File: config.mk
export PLATFORM = sky130hd
export DESIGN_NAME = shift_add_mult4_flat
export DESIGN_NICKNAME = d
export VERILOG_FILES = /design/src/rtl/shift_add_mult4_if.sv /design/src/rtl/shift_add_mult4.sv /design/src/flat_wrapper.sv
export SDC_FILE = /design/constraint.sdc
export NUM_CORES = 1
export LEC_CHECK = 0
export CORE_MARGIN = 2
export CORE_UTILIZATION = 44
export DETAILED_ROUTE_END_ITERATION = 6
export PLACE_DENSITY = 0.79
export SYNTH_ARGS = -nofsm -noshare
export SYNTH_HDL_FRONTEND = slang
export SYNTH_SLANG_ARGS = --single-unit
File: constraint.sdc
create_clock -name clk -period 2.1 [get_ports clk]
set_input_delay 0.42 -clock clk [delete_from_list [all_inputs] [get_ports clk]]
set_output_delay 0.42 -clock clk [all_outputs]
set_load 0.03 [all_outputs]
File: src/rtl/shift_add_mult4_if.sv
// Handshake/operand bundle for the shift-and-add multiplier.
// The requester drives Start/A/B/Ack; the multiplier returns Busy/Done/P.
interface shift_add_mult4_if #(
    parameter int N = 4
);
    logic           Start;
    logic [N-1:0]   A;
    logic [N-1:0]   B;
    logic           Ack;
    logic           Busy;
    logic           Done;
    logic [2*N-1:0] P;

    modport master (output Start, A, B, Ack, input Busy, Done, P);
    modport slave  (input Start, A, B, Ack, output Busy, Done, P);
endinterface

File: src/rtl/shift_add_mult4.sv
// Sequential unsigned multiplier: one shift-and-add step per clock.
// The step adder is a ripple chain of full adders.
module full_adder (
    input  logic a,
    input  logic b,
    input  logic cin,
    output logic s,
    output logic cout
);
    assign s    = a ^ b ^ cin;
    assign cout = (a & b) | (cin & (a ^ b));
endmodule

module shift_add_mult4 #(
    parameter int N = 4
) (
    input  logic               clk,
    input  logic               rst_n,
    shift_add_mult4_if.slave   bus
);
    localparam int CW = (N > 1) ? $clog2(N) : 1;
    localparam logic [CW-1:0] LAST = CW'(N - 1);

    typedef enum logic [1:0] {
        IDLE = 2'b00,
        CALC = 2'b01,
        DONE = 2'b10
    } state_t;

    state_t         state, nxt;
    logic [N-1:0]   m, q, acc;
    logic [CW-1:0]  cnt;
    logic [2*N-1:0] p_q;

    logic [N-1:0]   addend, sum;
    logic [N:0]     carry;
    logic [N-1:0]   acc_n, q_n;

    assign addend   = q[0] ? m : '0;
    assign carry[0] = 1'b0;

    genvar i;
    generate
        for (i = 0; i < N; i++) begin : g_fa
            full_adder u_fa (
                .a    (acc[i]),
                .b    (addend[i]),
                .cin  (carry[i]),
                .s    (sum[i]),
                .cout (carry[i+1])
            );
        end
    endgenerate

    // {C,Sum,Q} shifted right by one, split back into Acc and Q
    assign acc_n = {carry[N], sum[N-1:1]};
    assign q_n   = {sum[0], q[N-1:1]};

    always_ff @(posedge clk or negedge rst_n) begin
        if (!rst_n) state <= IDLE;
        else        state <= nxt;
    end

    always_comb begin
        nxt = IDLE;
        case (state)
            IDLE:    nxt = bus.Start ? CALC : IDLE;
            CALC:    nxt = (cnt == LAST) ? DONE : CALC;
            DONE:    nxt = bus.Ack ? IDLE : DONE;
            default: nxt = IDLE;
        endcase
    end

    always_ff @(posedge clk or negedge rst_n) begin
        if (!rst_n) begin
            m   <= '0;
            q   <= '0;
            acc <= '0;
            cnt <= '0;
            p_q <= '0;
        end else begin
            case (state)
                IDLE: begin
                    if (bus.Start) begin
                        m   <= bus.A;
                        q   <= bus.B;
                        acc <= '0;
                        cnt <= '0;
                    end
                end
                CALC: begin
                    acc <= acc_n;
                    q   <= q_n;
                    cnt <= cnt + CW'(1);
                    if (cnt == LAST) p_q <= {acc_n, q_n};
                end
                default: ;
            endcase
        end
    end

    assign bus.Busy = (state == CALC);
    assign bus.Done = (state == DONE);
    assign bus.P    = p_q;
endmodule

File: src/flat_wrapper.sv
// flat-port wrapper written by rule: the top's interface ports become plain ports
module shift_add_mult4_flat 
#(
    parameter int N = 4
)
  (clk, rst_n, bus_Start, bus_A, bus_B, bus_Ack, bus_Busy, bus_Done, bus_P);
  shift_add_mult4_if #(.N(N)) bus_i ();
  input  logic clk;
  input  logic rst_n;
  input wire logic [$bits(bus_i.Start)-1:0] bus_Start;
  input wire logic [$bits(bus_i.A)-1:0] bus_A;
  input wire logic [$bits(bus_i.B)-1:0] bus_B;
  input wire logic [$bits(bus_i.Ack)-1:0] bus_Ack;
  output wire logic [$bits(bus_i.Busy)-1:0] bus_Busy;
  output wire logic [$bits(bus_i.Done)-1:0] bus_Done;
  output wire logic [$bits(bus_i.P)-1:0] bus_P;
  assign bus_i.Start = bus_Start;
  assign bus_i.A = bus_A;
  assign bus_i.B = bus_B;
  assign bus_i.Ack = bus_Ack;
  assign bus_Busy = bus_i.Busy;
  assign bus_Done = bus_i.Done;
  assign bus_P = bus_i.P;
  shift_add_mult4 #(.N(N)) u_core (.clk(clk), .rst_n(rst_n), .bus(bus_i));
endmodule
# --- Yosys cells after proc, flatten, opt, wreduce, memory -nomap -nowiden ---
# Cells that the tools add are included.
op_classes:
  n_mux: 11
  reduce_logical: 5
  eq_ne: 4
  n_bitwise: 17
  n_addsub: 1
op_table:
  columns: ["operator", "n"]
  rows:
  - ["case mux 4 bit (2 select lines)", 2]
  - ["2-to-1 mux 4 bit", 3]
  - ["bitwise AND 1 bit", 7]
  - ["bitwise XOR 1 bit", 7]
  - ["2-to-1 mux 2 bit", 3]
  - ["case mux 2 bit (3 select lines)", 1]
  - ["AND reduction 2 bit", 3]
  - ["== test 2 bit, second input constant", 2]
  - ["case mux 2 bit (2 select lines)", 1]
  - ["OR 1 bit", 3]
  - ["adder 2 x 1 -> 2 bit, second input constant", 1]
  - ["== test 2 x 1 -> 1 bit, second input constant", 1]
  - ["zero test 2 bit", 1]
  - ["inequality test 2 bit, second input constant", 1]
  - ["nonzero test 2 bit", 1]
  - ["2-to-1 mux 1 bit", 1]
word_totals:
  out_inout_bits: 10
  inputBits: 12
  register_bits: 24
  wordCells: 44

# --- Depth between registers and ports, before layout ---
depth:
  ltp_word: 9
  ltp_mapped: 7
  ltp_nobuf: 7

# --- Cells and area by module ---
# Synthesis repeated with hierarchy kept, for this count alone.
unflattened:
  hier_cells: 74
  area_unflattened_um2: 1096.1
by_module_without_submodules:
  columns: ["mod", "instances", "seq_area_each_um2", "area_per_inst_um2", "cells_each"]
  rows:
  - ["shift_add_mult4", 1, 600.6, 1016.0, 70]
  - ["full_adder", 4, 0.0, 20.0, 1]

# --- Worst setup path after synthesis ---
# Ideal clock, no wire load.
synth_timing:
  path_type: "register to register"
  startpoint: "register u_core.q[0]"
  endpoint: "register u_core.acc[2]"
  setup_slack_ns: -0.012
  t_arrival_ns: 1.986
  path_buffers: 0
  period_less_slack_ns: 2.112
  required_time_ns: 1.974
  setup_ns: 0.126
  stages_incl_launch_ff: 8
  path_cell_list: "dfrtp_1 and2_1 ha_1 inv_1 fa_1 fa_1 fa_1 o21ai_0"
synth_via:
  elab_chain_len: 8
  word_cells_on_any_way: 13
  classes_between: "mux (2); bitwise (11)"
synth_rtl:
  columns: ["element", "line_no", "text"]
  rows:
  - ["start, declared", "shift_add_mult4.sv:31", "logic [N-1:0] m, q, acc;"]
  - ["start signal, assigned", "shift_add_mult4.sv:86", "q <= bus.B;"]
  - ["start signal, assigned", "shift_add_mult4.sv:93", "q <= q_n;"]
  - ["2-to-1 mux 4 bit *", "shift_add_mult4.sv:39", "assign addend = q[0] ? m : '0;"]
  - ["bitwise AND 1 bit or bitwise XOR 1 bit (tied branches)", "shift_add_mult4.sv:11", "assign cout = (a & b) | (cin & (a ^ b));"]
  - ["bitwise AND 1 bit", "shift_add_mult4.sv:11", null]
  - ["OR 1 bit", "shift_add_mult4.sv:11", null]
  - ["bitwise AND 1 bit", "shift_add_mult4.sv:11", null]
  - ["OR 1 bit", "shift_add_mult4.sv:11", null]
  - ["bitwise XOR 1 bit *", "shift_add_mult4.sv:10", "assign s = a ^ b ^ cin;"]
  - ["case mux 4 bit (2 select lines) *", "shift_add_mult4.sv:82", "case (state)"]
  - ["end signal, assigned", "shift_add_mult4.sv:92", "acc <= acc_n;"]
  - ["end, declared", "shift_add_mult4.sv:31", null]
# Every way passes the cells marked *; elsewhere a longest branch is shown, timed or not.
# A chain may end at the register's enable or synchronous reset.

# --- Final worst setup path ---
layout_timing:
  startpoint: "register u_core.m[0]"
  endpoint: "register u_core.p_q[6], in the netlist u_core.bus.P[6]"
layout_via:
  elab_chain_len: 7
layout_rtl:
  columns: ["element", "line_no", "text"]
  rows:
  - ["start, declared", "shift_add_mult4.sv:31", null]
  - ["start signal, assigned", "shift_add_mult4.sv:85", "m <= bus.A;"]
  - ["2-to-1 mux 4 bit", "shift_add_mult4.sv:39", null]
  - ["bitwise AND 1 bit (2 in series)", "shift_add_mult4.sv:11", null]
  - ["OR 1 bit", "shift_add_mult4.sv:11", null]
  - ["bitwise AND 1 bit", "shift_add_mult4.sv:11", null]
  - ["OR 1 bit", "shift_add_mult4.sv:11", null]
  - ["bitwise XOR 1 bit", "shift_add_mult4.sv:10", null]
  - ["end signal, assigned", "shift_add_mult4.sv:95", "if (cnt == LAST) p_q <= {acc_n, q_n};"]
  - ["end, declared", "shift_add_mult4.sv:33", "logic [2*N-1:0] p_q;"]
# No other way between the ends.

==> qor.csv <==
metric,value,unit
clockBufferDepth,2,
slew_viol_final,0,
min_period,2.11,ns
p_per_area,1650,nW/µm²
rsz0062_at_grt,true,
fin_crit_sh,100,%
fin_nets,136,
avgViaCountPerCell,5.34,
clk_pin_slew,0.13,ns
cts_tree,yes,
finClkSkew,0.00312,ns
r2r_end,u_core.bus.P[6],
area_growth,27.8,%
avgRoutedWirePerCell,15.3,µm
finalHoldViolCount,0,
die_h,54.2,µm
syn_inst,90,
p_clk_share,10.5,%
fmax,474,MHz
ant_nets,0,
place.gp.congestion,0.791,
grt_usage,17.9,%
dr.pass1.iters,4,
diodes,0,
hold_buffers,0,
cts_made_buffers,3,
core_area,2430,µm²
vias,791,
yosys_warnings,0,
dpl.hpwl,1700,µm
endpoint_kind,register,
path_cells,and2_4 -> ha_1 -> inv_1 -> fa_2 -> fa_2 -> fa_1 -> o21ai_0,
initial_core_util,45.6,%
crit_top_cell,fa_2,
synthesis.area,1110,µm²
power_switching,0.944,mW
power_frac_comb,53.1,%
seq_power_share,36.4,%
status,"complete, but fails checks",
wl,2260,µm
peakVddDrop,0.878,mV
htreeDepth,1,
place_area,1360,µm²
switching_share,40.4,%
stdcell_area,1420,µm²
cp-start-kind,register,
critPathRequiredTime,2.32,ns
insertion_delay,0.32,ns
grt_pass1_vias,825,
cp_max_fo,2,
failed_checks,setup timing,
io_pins,22,
grt_pass1_wl,3670,µm
tightest_slew,0.337,ns
timing.final.ws_setup,-0.00896,ns
relSlewSlack,77.5,%
grt_antenna_before_repair,0,
fill_cells,200,
reg2reg_depth,7,
critPathKind,reg2reg,
hp-class,in2async,
setup_viol,1,
p_int,1.39,mW
drt-initial-drc-count,8,
r2r_start,u_core.m[0],
ys_ff_latch,24,
die_area,2940,µm²
cpPeakStageDelay,0.52,ns
synth_seq_area_share,54.1,%
synth_nets,107,
p_leak,0.624,nW
grt_max_degree,25,
yosysUniqueCellTypes,23,
finalPower,2.33,mW
cts_sinks,24,
worstPathArrival,2.33,ns
cts-root-buf,clkbuf_4,
ff2ff_setup_slack,-0.009,ns
portBuffers,21,
grt_overflow,0,
die_w,54.2,µm
num_rows,18,
drive_above_1_share,22.9,%
drc,0,
syn_avg_cell_area,12.3,µm²
cp-startpoint,u_core.m[0],
maxCapViolCount,0,
crit_slowest_cell,fa_1,
==> power by group through the flow <==
stage | clock network, mW | logic (mW) | registers, mW
3_3_place_gp | 0 | 1.13 | 0.831
2_1_floorplan | 0 | 0.702 | 0.953
6_report | 0.246 | 1.24 | 0.850
4_1_cts | 0.248 | 1.22 | 0.839
5_1_grt | 0.267 | 1.36 | 0.876
3_5_place_dp | 0 | 1.20 | 0.850
==> worst max-delay path: cells and delay by family, from the launching register on <==
family | cells | cell delay [ns]
AOI/OAI and AO/OA | 1 | 0.09
adders and majority gates | 4 | 1.34
buffers and inverters | 1 | 0.05
DFF | 1 | 0.39
and+or+nand+nor | 1 | 0.14
==> cells in the mapped netlist <==
master | instances | area [µm²]
nand2b_2 | 1 | 8.76
or2_4 | 1 | 8.76
ha_1 | 2 | 25.0
o32ai_1 | 4 | 35.0
o22ai_1 | 4 | 25.0
fa_1 | 3 | 60.1
mux2_4 | 5 | 75.1
a22o_1 | 1 | 8.76
nor2_4 | 1 | 11.3
o21bai_2 | 1 | 11.3
buf_6 | 2 | 22.5
nand3b_4 | 1 | 20.0
nand2_1 | 12 | 45.0
buf_4 | 1 | 7.51
a21oi_1 | 1 | 5.00
dfrtp_1 | 24 | 601
nand2b_1 | 1 | 6.26
inv_1 | 6 | 22.5
mux2_2 | 3 | 33.8
nor2_1 | 5 | 18.8
o31ai_1 | 1 | 7.51
o21ai_0 | 9 | 45.0
and2_1 | 1 | 6.26
==> placed cells by master, fill, tap and decap left out, drive strengths merged <==
master,instances
buf,6
nor2,6
nand3b,1
o32ai,4
fa,3
o21bai,1
o22ai,4
nand2b,2
or2,1
dlymetal6s2s,1
o31ai,1
nand2,12
mux2,8
dlygate4sd2,1
o21ai,9
a21oi,1
inv,6
and2,1
clkbuf,4
dfrtp,24
a22o,1
ha,2
clkdlybuf4s50,19
==> per-stage QoR <==
| step | util, % | TNS [ns] | hold slack [ns] | instances | setup slack, ns |
|---|---|---|---|---|---|
| global placement | 55.9 | 0 | 0.462 | 142 | 0.0756 |
| finish | 58.3 | -0.00896 | 0.448 | 148 | -0.00896 |
| global route | 58.3 | -0.138 | 0.470 | 148 | -0.0536 |
| CTS | 57.8 | -0.00247 | 0.462 | 147 | -0.00247 |
| floorplan | - | 0 | 0.124 | 90 | 0.0257 |
| detailed placement | 55.9 | -0.0668 | 0.469 | 142 | -0.0344 |
==> state kept, by name, summed over array words and instances (netlist names) <==
name	count
u_core.state	2
u_core.q	4
u_core.cnt	2
u_core.m	4
u_core.bus.P	8
u_core.acc	4
==> how the worst max path moves through the flow <==
stage	end	slack, ns	cells past startpoint
finish	u_core.bus.P[6]	-0.009	7
global route	u_core.bus.P[6]	-0.05	7
CTS	u_core.acc[2]	-0.002	7
detailed placement	u_core.bus.P[6]	-0.03	7
global placement	u_core.bus.P[6]	0.08	7
floorplan	u_core.acc[2]	0.03	7
==> cells by family after synthesis <==
family / after synthesis / share of synthesized area [%]
AND/OR/NAND/NOR: 23 / 11.3
AO/OA/AOI/OAI: 21 / 12.4
buffers and inverters: 9 / 4.74
flip-flops: 24 / 54.1
adder cells (fa/ha/maj): 5 / 7.67
multiplexers: 8 / 9.81
==> routing by layer <==
metal | part of all wire (%) | routed length, µm | global-route usage (%)
met3 | 3.9 | 88 | 2.46
met5 | 0 | 0 | 0
met2 | 51 | 1150 | 30.5
met1 | 42 | 959 | 21.9
met4 | 2.7 | 62 | 9.17
==> area by class of cell <==
cell class / count / area, µm² / share of cell area, %
inverter: 6 / 22.5 / 1.59
sequential: 24 / 602 / 42.4
timing repair buffer: 27 / 256 / 18.1
multi-input combinational: 57 / 464 / 32.7
tap: 30 / 37.5 / 2.65
clock buffer: 4 / 36.3 / 2.56
==> repair_timing <==
action / CTS / global route
setup endpoints to repair: 3 / 5
gates resized for setup: 2 / 5
buffers inserted: 1 / 1
Power figures use the tool's default switching activity.
